[config.mk]
export PLATFORM = sky130hd
export DESIGN_NAME = nvdla_sdp_mcif_rd_responder
export DESIGN_NICKNAME = d
export VERILOG_FILES = /design/src/rtl/nvdla_sdp_dma_pkg.sv /design/src/rtl/nvdla_sdp_rsp_req_fifo.sv /design/src/rtl/nvdla_sdp_mcif_rd_responder.sv
export SDC_FILE = /design/constraint.sdc
export NUM_CORES = 1
export LEC_CHECK = 0
export ABC_AREA = 1
export BUFFER_PORTS_ARGS = -buffer_cell sky130_fd_sc_hd__buf_2
export CORE_AREA = 2 2 242 244
export CTS_BUF_LIST = sky130_fd_sc_hd__clkbuf_4
export CTS_CLUSTER_DIAMETER = 60
export CTS_CLUSTER_SIZE = 25
export DETAILED_ROUTE_END_ITERATION = 10
export DIE_AREA = 0 0 244 246
export PLACE_DENSITY = 0.78
export SLEW_MARGIN = 40
export SYNTH_ARGS = -nofsm -noshare
export SYNTH_HDL_FRONTEND = slang
export SYNTH_SLANG_ARGS = --single-unit
[constraint.sdc]
create_clock -name nvdla_core_clk -period 5.8 [get_ports nvdla_core_clk]
set_input_delay 1.16 -clock nvdla_core_clk [delete_from_list [all_inputs] [get_ports nvdla_core_clk]]
set_output_delay 1.16 -clock nvdla_core_clk [all_outputs]
set_load 0.02 [all_outputs]
[src/rtl/nvdla_sdp_dma_pkg.sv]
// ---------------------------------------------------------------------------
// nvdla_sdp_dma_pkg
//   Shared types and widths for the SDP DMA read path. A read request is a
//   79-bit word {size, addr}: addr is a 32B-aligned byte address and size is
//   the number of 32B atoms minus one. A read response is a 257-bit word
//   {mask, data} carrying one 256-bit atom.
// ---------------------------------------------------------------------------
package nvdla_sdp_dma_pkg;

    localparam int DMA_AW     = 64;
    localparam int DMA_SZW    = 15;
    localparam int ATOM_BYTES = 32;
    localparam int RSP_DW     = 256;
    localparam int RSP_MW     = 1;

    localparam int DMA_REQ_W  = DMA_AW + DMA_SZW;
    localparam int DMA_RSP_W  = RSP_DW + RSP_MW;

    // Width of the exported credit level (enough for a limit of up to 127)
    localparam int CDT_W      = 7;

    typedef struct packed {
        logic [DMA_SZW-1:0] size;
        logic [DMA_AW-1:0]  addr;
    } dma_rd_req_t;

    typedef struct packed {
        logic [RSP_MW-1:0] mask;
        logic [RSP_DW-1:0] data;
    } dma_rd_rsp_t;

    // Fetch sequencer states: IDLE waits for a queued request, FETCH walks
    // the atoms of the current request.
    typedef enum logic {
        RSP_ST_IDLE  = 1'b0,
        RSP_ST_FETCH = 1'b1
    } rsp_fsm_e;

endpackage

[src/rtl/nvdla_sdp_rsp_req_fifo.sv]
// ---------------------------------------------------------------------------
// nvdla_sdp_rsp_req_fifo
//   Flop-based synchronous FIFO that holds accepted read requests until the
//   fetch sequencer can start them. DEPTH must be a power of two.
//
// Ports
//   clk, rst_n   clock, asynchronous active-low reset
//   push         write push_data (taken when not full, or when full and
//                popping in the same cycle)
//   push_data    request word
//   pop          discard the head entry (ignored when empty)
//   pop_data     head entry (meaningless while empty)
//   full, empty  occupancy flags
// ---------------------------------------------------------------------------
module nvdla_sdp_rsp_req_fifo #(
    parameter int DEPTH = 4,
    parameter int WIDTH = 79
) (
    input  logic             clk,
    input  logic             rst_n,
    input  logic             push,
    input  logic [WIDTH-1:0] push_data,
    input  logic             pop,
    output logic [WIDTH-1:0] pop_data,
    output logic             full,
    output logic             empty
);

    localparam int PW = (DEPTH > 1) ? $clog2(DEPTH) : 1;
    localparam int CW = $clog2(DEPTH + 1);

    logic [WIDTH-1:0] mem_q [DEPTH];
    logic [PW-1:0]    wr_ptr_q;
    logic [PW-1:0]    rd_ptr_q;
    logic [CW-1:0]    count_q;
    logic             do_push;
    logic             do_pop;

    assign full     = (count_q == CW'(DEPTH));
    assign empty    = (count_q == '0);
    assign do_pop   = pop & ~empty;
    // A pop frees the slot the push is about to use, so a full FIFO can
    // still accept in the same cycle.
    assign do_push  = push & (~full | do_pop);
    assign pop_data = mem_q[rd_ptr_q];

    // Storage needs no reset: an entry is only read after it was written.
    always_ff @(posedge clk) begin
        if (do_push) begin
            mem_q[wr_ptr_q] <= push_data;
        end
    end

    // Pointers wrap naturally because DEPTH is a power of two; the separate
    // count disambiguates full from empty.
    always_ff @(posedge clk or negedge rst_n) begin
        if (!rst_n) begin
            wr_ptr_q <= '0;
            rd_ptr_q <= '0;
            count_q  <= '0;
        end else begin
            if (do_push) begin
                wr_ptr_q <= wr_ptr_q + PW'(1);
            end
            if (do_pop) begin
                rd_ptr_q <= rd_ptr_q + PW'(1);
            end
            case ({do_push, do_pop})
                2'b10:   count_q <= count_q + CW'(1);
                2'b01:   count_q <= count_q - CW'(1);
                default: count_q <= count_q;
            endcase
        end
    end

endmodule

[src/rtl/nvdla_sdp_mcif_rd_responder.sv]
// ---------------------------------------------------------------------------
// nvdla_sdp_mcif_rd_responder
//   Memory-side stand-in for one SDP DMA read channel. Queues read requests,
//   reads their 32B atoms from a 1-cycle-latency SRAM port and returns them
//   as response beats in address order, requests in arrival order. Also
//   tracks the latency-FIFO credit (beats returned but not yet popped).
//
// Ports
//   nvdla_core_clk, nvdla_core_rstn   clock, asynchronous active-low reset
//   rd_req_valid/ready/pd             request: pd[63:0] byte addr, pd[78:64]
//                                     atoms-1
//   rd_rsp_valid/ready/pd             response beat: pd[255:0] data,
//                                     pd[256] mask (always 1)
//   rd_cdt_lat_fifo_pop               SDP releases one latency-FIFO entry
//   mem_rd_en/addr, mem_rd_data       SRAM port, data one cycle after en
//   busy                              work queued or in flight
//   cdt_err, cdt_level                only with NVDLA_SDP_RSP_CDT_CHK_EN:
//                                     sticky credit error, current credit
//
// Configuration macro: NVDLA_SDP_RSP_CDT_CHK_EN
// ---------------------------------------------------------------------------
module nvdla_sdp_mcif_rd_responder
    import nvdla_sdp_dma_pkg::*;
#(
    parameter int REQ_DEPTH = 4,
    parameter int MEM_AW    = 20,
    parameter int CDT_MAX   = 64
) (
    input  logic              nvdla_core_clk,
    input  logic              nvdla_core_rstn,
    input  logic              rd_req_valid,
    output logic              rd_req_ready,
    input  logic [78:0]       rd_req_pd,
    output logic              rd_rsp_valid,
    input  logic              rd_rsp_ready,
    output logic [256:0]      rd_rsp_pd,
    input  logic              rd_cdt_lat_fifo_pop,
    output logic              mem_rd_en,
    output logic [MEM_AW-1:0] mem_rd_addr,
    input  logic [255:0]      mem_rd_data,
    output logic              busy
`ifdef NVDLA_SDP_RSP_CDT_CHK_EN
    ,
    output logic              cdt_err,
    output logic [6:0]        cdt_level
`endif
);

    logic              fifo_push;
    logic              fifo_pop;
    logic              fifo_full;
    logic              fifo_empty;
    logic [78:0]       fifo_head_raw;
    dma_rd_req_t       fifo_head;
    logic [MEM_AW-1:0] head_atom;
    logic              unused_head_bits;

    logic              ready_en_q;
    rsp_fsm_e          state_q;
    rsp_fsm_e          state_d;
    logic [MEM_AW-1:0] addr_q;
    logic [MEM_AW-1:0] addr_d;
    logic [15:0]       remain_q;
    logic [15:0]       remain_d;
    logic              issue;
    logic [MEM_AW-1:0] issue_addr;
    logic              inflight_q;

    logic [RSP_DW-1:0] obuf_q [2];
    logic              obuf_wr_q;
    logic              obuf_rd_q;
    logic [1:0]        out_cnt_q;
    logic [2:0]        occupancy;
    logic              room;
    logic              rsp_fire;
    dma_rd_rsp_t       rsp_word;

    logic [CDT_W-1:0]  cdt_cnt_q;

    // -----------------------------------------------------------------------
    // Request queue
    // -----------------------------------------------------------------------
    assign rd_req_ready = ready_en_q & ~fifo_full;
    assign fifo_push    = rd_req_valid & rd_req_ready;

    nvdla_sdp_rsp_req_fifo #(
        .DEPTH (REQ_DEPTH),
        .WIDTH (DMA_REQ_W)
    ) u_req_fifo (
        .clk       (nvdla_core_clk),
        .rst_n     (nvdla_core_rstn),
        .push      (fifo_push),
        .push_data (rd_req_pd),
        .pop       (fifo_pop),
        .pop_data  (fifo_head_raw),
        .full      (fifo_full),
        .empty     (fifo_empty)
    );

    assign fifo_head = dma_rd_req_t'(fifo_head_raw);
    assign head_atom = fifo_head.addr[MEM_AW+4:5];
    // Sub-atom offset and address bits beyond the SRAM range are don't-care.
    assign unused_head_bits = ^{fifo_head.addr[DMA_AW-1:MEM_AW+5], fifo_head.addr[4:0]};

    // -----------------------------------------------------------------------
    // Read throttle: a read issued now lands in the output buffer at the end
    // of the next cycle, so buffered beats plus the read in flight, less the
    // beat leaving this cycle, must leave a free slot. Counting the departing
    // beat is what sustains one beat per cycle with the response side open.
    // -----------------------------------------------------------------------
    assign rsp_fire  = rd_rsp_valid & rd_rsp_ready;
    assign occupancy = {1'b0, out_cnt_q} + {2'b00, inflight_q} - {2'b00, rsp_fire};
    assign room      = (occupancy < 3'd2);

    // -----------------------------------------------------------------------
    // Fetch sequencer. IDLE pops a request and issues its first atom in the
    // same cycle (from the FIFO head), which keeps accept-to-first-beat at
    // three cycles and lets back-to-back requests run without a bubble.
    // FETCH issues the remaining atoms; remain counts atoms not yet issued.
    // -----------------------------------------------------------------------
    always_comb begin
        state_d    = state_q;
        addr_d     = addr_q;
        remain_d   = remain_q;
        issue      = 1'b0;
        issue_addr = addr_q;
        fifo_pop   = 1'b0;
        case (state_q)
            RSP_ST_IDLE: begin
                if (!fifo_empty && room) begin
                    fifo_pop   = 1'b1;
                    issue      = 1'b1;
                    issue_addr = head_atom;
                    addr_d     = head_atom + MEM_AW'(1);
                    remain_d   = {1'b0, fifo_head.size};
                    if (fifo_head.size != '0) begin
                        state_d = RSP_ST_FETCH;
                    end
                end
            end
            RSP_ST_FETCH: begin
                if (room) begin
                    issue    = 1'b1;
                    addr_d   = addr_q + MEM_AW'(1);
                    remain_d = remain_q - 16'd1;
                    if (remain_q == 16'd1) begin
                        state_d = RSP_ST_IDLE;
                    end
                end
            end
            default: begin
                state_d = RSP_ST_IDLE;
            end
        endcase
    end

    assign mem_rd_en   = issue;
    assign mem_rd_addr = issue_addr;

    // Sequencer state, the read-in-flight marker, and the request-ready
    // enable that holds ready low until the first edge after reset release.
    always_ff @(posedge nvdla_core_clk or negedge nvdla_core_rstn) begin
        if (!nvdla_core_rstn) begin
            state_q    <= RSP_ST_IDLE;
            addr_q     <= '0;
            remain_q   <= '0;
            inflight_q <= 1'b0;
            ready_en_q <= 1'b0;
        end else begin
            state_q    <= state_d;
            addr_q     <= addr_d;
            remain_q   <= remain_d;
            inflight_q <= issue;
            ready_en_q <= 1'b1;
        end
    end

    // -----------------------------------------------------------------------
    // Two-entry output buffer, written from the SRAM the cycle after a read.
    // The head is only replaced after it is accepted, so the response word
    // stays stable while the consumer stalls.
    // -----------------------------------------------------------------------
    always_ff @(posedge nvdla_core_clk or negedge nvdla_core_rstn) begin
        if (!nvdla_core_rstn) begin
            obuf_q[0] <= '0;
            obuf_q[1] <= '0;
            obuf_wr_q <= 1'b0;
            obuf_rd_q <= 1'b0;
            out_cnt_q <= 2'd0;
        end else begin
            if (inflight_q) begin
                obuf_q[obuf_wr_q] <= mem_rd_data;
                obuf_wr_q         <= ~obuf_wr_q;
            end
            if (rsp_fire) begin
                obuf_rd_q <= ~obuf_rd_q;
            end
            case ({inflight_q, rsp_fire})
                2'b10:   out_cnt_q <= out_cnt_q + 2'd1;
                2'b01:   out_cnt_q <= out_cnt_q - 2'd1;
                default: out_cnt_q <= out_cnt_q;
            endcase
        end
    end

    assign rd_rsp_valid  = (out_cnt_q != 2'd0);
    assign rsp_word.mask = 1'b1;
    assign rsp_word.data = obuf_q[obuf_rd_q];
    assign rd_rsp_pd     = rsp_word;

    assign busy = ~fifo_empty | (state_q == RSP_ST_FETCH) | inflight_q | (out_cnt_q != 2'd0);

    // -----------------------------------------------------------------------
    // Latency-FIFO credit. An accept and a pop in the same cycle cancel; a
    // pop with no credit outstanding is dropped and an accept at the limit
    // saturates.
    // -----------------------------------------------------------------------
    always_ff @(posedge nvdla_core_clk or negedge nvdla_core_rstn) begin
        if (!nvdla_core_rstn) begin
            cdt_cnt_q <= '0;
        end else if (rsp_fire && !rd_cdt_lat_fifo_pop) begin
            if (cdt_cnt_q != CDT_W'(CDT_MAX)) begin
                cdt_cnt_q <= cdt_cnt_q + CDT_W'(1);
            end
        end else if (!rsp_fire && rd_cdt_lat_fifo_pop) begin
            if (cdt_cnt_q != '0) begin
                cdt_cnt_q <= cdt_cnt_q - CDT_W'(1);
            end
        end
    end

`ifdef NVDLA_SDP_RSP_CDT_CHK_EN
    logic cdt_err_q;

    // Sticky flag for either credit misuse; only reset clears it.
    always_ff @(posedge nvdla_core_clk or negedge nvdla_core_rstn) begin
        if (!nvdla_core_rstn) begin
            cdt_err_q <= 1'b0;
        end else if (rsp_fire && !rd_cdt_lat_fifo_pop && (cdt_cnt_q == CDT_W'(CDT_MAX))) begin
            cdt_err_q <= 1'b1;
        end else if (!rsp_fire && rd_cdt_lat_fifo_pop && (cdt_cnt_q == '0)) begin
            cdt_err_q <= 1'b1;
        end
    end

    assign cdt_err   = cdt_err_q;
    assign cdt_level = cdt_cnt_q;
`else
    logic unused_cdt;
    assign unused_cdt = ^cdt_cnt_q;
`endif

endmodule
==> flow_metrics.tcl, run 1 <==
set metrics [dict create \
    grt_usage_pct 25.69 \
    critical_path_peak_fanout 35 \
    slew_violations 0 \
    yosys_warnings 0 \
    antenna_found_initial 27 \
    grt_remaining_overflow 0 \
    first_iter_violations 2051 \
    io_pins 621 \
    htree_num_levels 2 \
    grt_pass1_wl_um 123400 \
    tns_ps 0 \
    synthTopCellsByArea "dfrtp_1 46%, nand2_1 19%, edfxtp_1 14%, o21ai_0 9.4%, inv_1 3.7%" \
    fin_crit_sh_pct 81.29 \
    post_cts_buffers 0 \
    fmax_ghz 0.2121 \
    detailed_place_hpwl_um 52600 \
    synth_edf_count 140 \
    root_buffer "clkbuf_4" \
    wl_met1_um 32310 \
    first_pass_iters 6 \
    vias 25110 \
    synthArstFlopShare_pct 80.06 \
    arrival_ps 3550 \
    grt_setup_unrepaired "no" \
    comb_power_share_pct 50.2 \
    drive_gt1_share_pct 18.13 \
    pwr_density_cell_nw_per_um2 600.1 \
    finalSetupViolations 0 \
    required_ps 4640 \
    nets 4429 \
    min_path_type "input port to async pin" \
    cts_tree "yes" \
    nFillCells 5087 \
    maxCapViolCount 0 \
    core_um2 57370 \
    route.detailed.drc 0 \
    synth_top_cell_by_area "dfrtp_1" \
    grt_pass1_vias 23140 \
    p_sw_share_pct 48.12 \
    clockBufferDepth 3 \
    path_class "register to primary output" \
    r2r_slack_ps 2430 \
    viasPerCell 5.119 \
    die_w_um 244 \
    wl_per_cell_um 16.06 \
    path_cells "inv_1 -> nor3_1 -> o21bai_1 -> nand2_1 -> fa_1 -> xnor2_1 -> nand2_1 -> nor2_1 -> inv_2 -> nand2_1 -> nand2_1 -> buf_2" \
    wl_um 78790 \
    drtAntennaViolNets 0 \
    ys_seq_area_share_pct 59.43 \
    max_stage_delay_ps 500 \
    syn_avg_cell_area_um2 8.449 \
    synth_ff_type "dfrtp_1" \
    io_buffers 574 \
    hold_viol 0 \
    ctsResizeCount 0 \
    start_util_pct 53.58 \
    synth_most_common_cell "nand2_1" \
    p_clk_share_pct 11.0 \
    die_h_um 246 \
    syn2layout_area_growth_pct 14.15 \
    synthCells 3638 \
    tightest_slew_ps 770.8 \
    clock-sinks 702 \
    synth.distinct_cells 38 \
    die_area_um2 60020 \
    p_int_mw 10.92 \
    yosys_register_bits 702 \
    p_leak_nw 18.42 \
    hold_buffers 0 \
    slew_headroom_pct 48.62 \
    outcome "finished, final reports clean" \
    clkTransAtPathRegs_ps 230 \
    synth.top_cells.by_count "1,554 x nand2_1, 577 x o21ai_0, 562 x dfrtp_1" \
    top_layer "met5" \
    netlist_area_um2 30740 \
    endpoint_kind "primary output" \
    wl_met2_um 36900 \
    peakVddDrop_mv 0.4103 \
    slowest_stage "dfrtp_1" \
    min_period_ps 4715 \
    p_seq_share_pct 38.8 \
    final.setup_skew_ps 68.11 \
    clock_latency_ps 880 \
    crit_top_cell "nand2_1" \
    synth_top_cell_area_share_pct 45.76 \
    fp-row-count 88 \
    p_sw_mw 10.13 \
    p_total_mw 21.06 \
    cts-buffers-inserted 45 \
    worstSetupStartpointType "register" \
    grt_max_degree 163 \
    wl_met3_um 6244 \
    gp_congestion 0.8731 \
]
[final timing paths]
path                                       startpoint                      end  cells past startpoint
worst min register to register  u_req_fifo.count_q[0]    u_req_fifo.count_q[0]                      1
worst max-delay path                     out_cnt_q[1]           mem_rd_addr[4]                     12
min in group nvdla_core_clk             rd_req_pd[71]  u_req_fifo.mem_q[1][71]                      1
max in group asynchronous             nvdla_core_rstn              obuf_q[227]                      4
worst max register to register           out_cnt_q[1]    u_req_fifo.count_q[2]                     15
worst min-delay path                  nvdla_core_rstn              obuf_q[438]                      1
[final cells by class]
cell class | count | area (µm²) | area share [%]
inverters | 308 | 1177 | 3.356
repair buffers | 606 | 3387 | 9.653
well taps | 765 | 957.2 | 2.728
clock buffers | 48 | 360.3 | 1.027
diodes | 25 | 62.56 | 0.1783
flip-flops and latches | 702 | 18270 | 52.08
clock inverters | 35 | 406.6 | 1.159
multi-input cells | 2416 | 10460 | 29.82
[cell usage in the layout, fill, tap and decap left out, types with 6 or more instances in the layout]
cell and instances:
a32o_1 8, inv_6 6, nand3_2 8, xor2_1 10, buf_16 7, ha_1 8, nor2_2 10, buf_2 573
diode_2 25, clkbuf_4 48, a21oi_1 21, a31oi_1 6, buf_4 13, buf_12 9, o21ai_1 7, clkinv_4 9
nor2_4 7, inv_1 302, nand2_2 15, o21ai_0 577, edfxtp_1 140, o22a_1 9, nor2_1 66, dfrtp_1 560
nand3_1 81, nand2_1 1553
[state kept, by name, indices dropped and copies added, names as in the netlist]
register and flops:
u_req_fifo.count_q 3, inflight_q 1, out_cnt_q 2, u_req_fifo.mem_q 140
obuf_q 512, state_q 1, addr_q 20, ready_en_q 1
remain_q 16, u_req_fifo.rd_ptr_q 2, obuf_wr_q 1, u_req_fifo.wr_ptr_q 2
obuf_rd_q 1
[critical path, delay by kind of cell, from the launching register on]
kind | cells | cell delay [ps]
buffers and inverters | 3 | 620
DFF | 1 | 500
xor gates and xnor gates | 1 | 130
and+or+nand+nor | 6 | 860
AOI/OAI and AO/OA | 1 | 210
adders and majority gates | 1 | 380
[per-stage QoR]
step	setup slack, ps	utilization [%]	cell area (µm²)	hold WS, ps	instances
3_5_place_dp	941.5	59.49	34130	467.7	4793
3_3_place_gp	1016	59.34	34040	462.5	4790
4_1_cts	667.8	60.83	34900	233.8	4876
5_1_grt	667.9	61.12	35060	9.704	4896
6_report	1085	61.16	35090	91.03	4905
2_1_floorplan	1365	-	30740	446.5	3639
[cell families after synthesis]
family	share of synthesized area, %
AOI/OAI and AO/OA	10.71
xor gates and xnor gates	0.3704
adders and majority gates	0.4560
buffers and inverters	6.705
DFF	59.43
other	0.01220
and+or+nand+nor	22.31
[power groups by stage]
stage / Sequential (mW) / Clock (mW) / Combinational [mW]
after floorplan: 7.95 / 0 / 7.32
after detailed placement: 8.26 / 0 / 10.6
after global routing: 8.41 / 2.56 / 11.8
after global placement: 8.18 / 0 / 10.3
final: 8.17 / 2.31 / 10.6
after CTS: 8.15 / 2.37 / 10.6
[per-layer routing]
metal | GRT usage, % | vias up
li1 | - | 12350
met1 | 34.42 | 11740
met2 | 40.98 | 840
met3 | 5.305 | 171
met4 | 10.83 | 18
met5 | 0 | -
(Power assumes the default switching activity.)
==> run 2, diff against run 1 <==
- ABC_AREA: 1 -> 0
- CORE_AREA: 2 2 242 244 -> not set
- CORE_ASPECT_RATIO: not set -> 1.1
- CORE_MARGIN: not set -> 2
- CORE_UTILIZATION: not set -> 52
- DIE_AREA: 0 0 244 246 -> not set
- PLACE_DENSITY: 0.78 -> 0.79
- clock period: 5.8 -> 4.1 ns (I/O delays scaled with it)
==> run 2 against run 1 <==
  * Global-route usage shrank 2.4 points
  * Sequential share of layout area shrank 0.72 points
  * Die area grew 1.1%
  * Synthesized area shrank 0.61%
  * Clock-buffer cell count grew 4
  * Non-clock buffer count grew 29
  * Clock skew grew 54 ps
  * Critical path depth is the same
  * Synthesized cell count shrank 44%
  * Sequential power grew 42%
  * Critical endpoint is now mem_rd_addr[11]
  * Largest power group unchanged
==> flow_metrics.tcl, run 2 <==
set metrics [dict create \
    arrival_ps 3140 \
    io_pins 621 \
    slowest_stage "dfrtp_1" \
    synthAdderAreaFrac_pct 0.4587 \
    synth_ff_type "dfrtp_1" \
    grt_usage_pct 23.28 \
    grt_util_met2_pct 39.94 \
    maxCapViolCount 0 \
    synthArstFlopShare_pct 80.06 \
    synthCells 2022 \
    post-place-ws_ps 394.7 \
    detailed_place_hpwl_um 50770 \
    clockBufferDepth 3 \
    min_path_type "input port to register" \
    final.setup_skew_ps 122.1 \
    io_buffers 574 \
    vias 19110 \
    grt_pass1_vias 19980 \
    setup_slack_ps 138.5 \
    synthMuxAreaShare_pct 31.59 \
    ys_seq_area_share_pct 59.80 \
    min_period_ps 3961 \
    synth.top_cells.by_count "771 x mux2_2, 562 x dfrtp_1, 140 x edfxtp_1" \
    drtAntennaViolNets 0 \
    root_buffer "clkbuf_4" \
    max_stage_delay_ps 470 \
    yosys_warnings 0 \
    crit_top_cell "nand2_1" \
    path_buf_inv 3 \
    use_met3_pct 5.060 \
    core_um2 58300 \
    slew_headroom_pct 44.42 \
    finalSetupViolations 0 \
    fin_crit_sh_pct 96.62 \
    peakVddDrop_mv 0.6411 \
    worstSetupStartpointType "register" \
    p_int_mw 18.24 \
    synth_edf_count 140 \
    p_leak_nw 15.23 \
    grt_pass1_wl_um 112400 \
    mostFrequentLayoutCell "mux2_2" \
    fp-row-count 93 \
    first_pass_iters 5 \
    die_w_um 235.1 \
    synth_compound_area_share_pct 2.097 \
    final_cell_area_um2 35580 \
    outcome "finished, final reports clean" \
    critical_path_peak_fanout 9 \
    netlist_area_um2 30550 \
    largest_reg_flops 512 \
    path_class "register to primary output" \
    syn2layout_area_growth_pct 16.47 \
    layout_common_cells "771 x mux2_2, 564 x buf_2, 558 x dfrtp_1, 140 x edfxtp_1, 105 x nand2_1" \
    wl_per_cell_um 21.51 \
    placed_area_um2 34410 \
    antenna_found_initial 22 \
    clkTransAtPathRegs_ps 230 \
    dp_cells 3278 \
    grt_use_met1_pct 28.56 \
    synth.distinct_cells 64 \
    grt.busiest_layer "met2" \
    clock_latency_ps 900 \
    crit_family "simple AND/OR/NAND/NOR gates" \
    tns_ps 0 \
    die_h_um 258.2 \
    route.detailed.drc 0 \
    grt_max_degree 123 \
    yosys_register_bits 702 \
    wl_um 73150 \
    synth_top_cell_area_share_pct 46.04 \
    synth_top_cell_by_area "dfrtp_1" \
    p_sw_share_pct 39.66 \
    p_clk_share_pct 11.3 \
    top_regs "obuf_q x512, u_req_fifo.mem_q x140, addr_q x20" \
    required_ps 3280 \
    drive_gt1_share_pct 58.59 \
    endpoint_kind "primary output" \
    gp_congestion 0.8503 \
    hold_viol 0 \
    p_sw_mw 11.99 \
    cts_tree "yes" \
    clock-sinks 702 \
    p_seq_share_pct 38.5 \
    htree_num_levels 2 \
    synthTopCellsByArea "dfrtp_1 46%, mux2_2 28%, edfxtp_1 14%, mux4_2 2.1%, nand2_1 1.3%" \
    cts-buffers-inserted 46 \
    comb_power_share_pct 50.3 \
    synth_top_family_by_area "multiplexers" \
    nets 2937 \
    synth_most_common_cell "mux2_2" \
    synth_xor_area_share_pct 0.7741 \
    syn_avg_cell_area_um2 15.11 \
    synth-simple-area-share_pct 3.449 \
    fmax_ghz 0.2524 \
    viasPerCell 5.620 \
    start_util_pct 52.40 \
    slew_violations 0 \
    regMostFlops "obuf_q" \
    die_area_um2 60710 \
    pwr_density_cell_nw_per_um2 849.6 \
    path_cells "nor2_2 -> a21oi_2 -> nand2b_4 -> fa_2 -> xnor2_2 -> and2_4 -> nand2_4 -> inv_8 -> clkbuf_16 -> nand2_1 -> nand2_1 -> buf_2" \
    fin_cells 3401 \
    tightest_slew_ps 833.7 \
    grt_remaining_overflow 0 \
    first_iter_violations 1241 \
]
## run 2: changes by cell type after synthesis, sizes merged, moves of 56 or more
cell    previous run  this run
o21ai            588        27
nand3             89        25
nor2              83        27
nand2           1569       109
clkbuf           175       104
inv              308        15
mux2               0       771
## run 2: what timing repair did
action	CTS	global route
cloned	1	1
resized for setup	10	18
buffers inserted	4	5
hold buffers	11	0
setup endpoints to repair	21	21
hold endpoints to repair	101	0
pin swaps	1	3
## run 2: logic make-up after synthesis
| group | Yosys count |
|---|---|
| muxes | 823 |
| DFF | 702 |
| adders and majority gates | 10 |
| buffers and inverters | 135 |
| other | 1 |
| xor gates and xnor gates | 27 |
| AOI/OAI and AO/OA | 98 |
| and+or+nand+nor | 226 |
## run 2: cell type report
type / instances / area (µm²)
diodes: 16 / 40.04
clock buffers: 52 / 390.4
clock inverters: 34 / 431.7
fillers: 4371 / 22720
inverters: 16 / 67.56
multi-input cells: 1186 / 11790
flip-flops and latches: 702 / 18280
well taps: 760 / 950.9
repair buffers: 635 / 3640
## run 2: layer usage
| metal | routed length, µm | vias to the layer above |
|---|---|---|
| met4 | 3129 | 14 |
| met2 | 36980 | 697 |
| met1 | 28410 | 9691 |
| li1 | - | 8516 |
| met3 | 4527 | 194 |
| met5 | 96 | - |
## run 2: path summary, 6_finish.rpt
check	from	endpoint	slack [ps]	cells after the start
setup / recovery	out_cnt_q[0]	mem_rd_addr[11]	140	12
hold / removal	rd_req_pd[66]	u_req_fifo.mem_q[3][66]	100	1
setup reg to reg	out_cnt_q[0]	u_req_fifo.count_q[2]	910	16
hold reg to reg	remain_q[5]	remain_q[5]	510	1
max in group asynchronous	nvdla_core_rstn	obuf_q[148]	2380	3
min in group asynchronous	nvdla_core_rstn	obuf_q[508]	500	2
## run 2: power by group through the flow
stage	logic, mW	clock network (mW)	registers [mW]
5_1_grt	16.1	3.77	12.0
6_report	15.2	3.41	11.6
3_5_place_dp	15.1	0	11.8
4_1_cts	15.2	3.53	11.6
2_1_floorplan	11.0	0	11.1
3_3_place_gp	14.8	0	11.5
## run 2: through the flow
stage	total power [mW]	hold WS, ps	util, %
after floorplan	22.15	450.0	-
after global placement	26.25	465.3	59.03
after detailed placement	26.90	472.8	59.03
after CTS	30.34	0.3574	60.79
after global routing	31.84	8.577	61.03
final	30.23	99.55	61.03
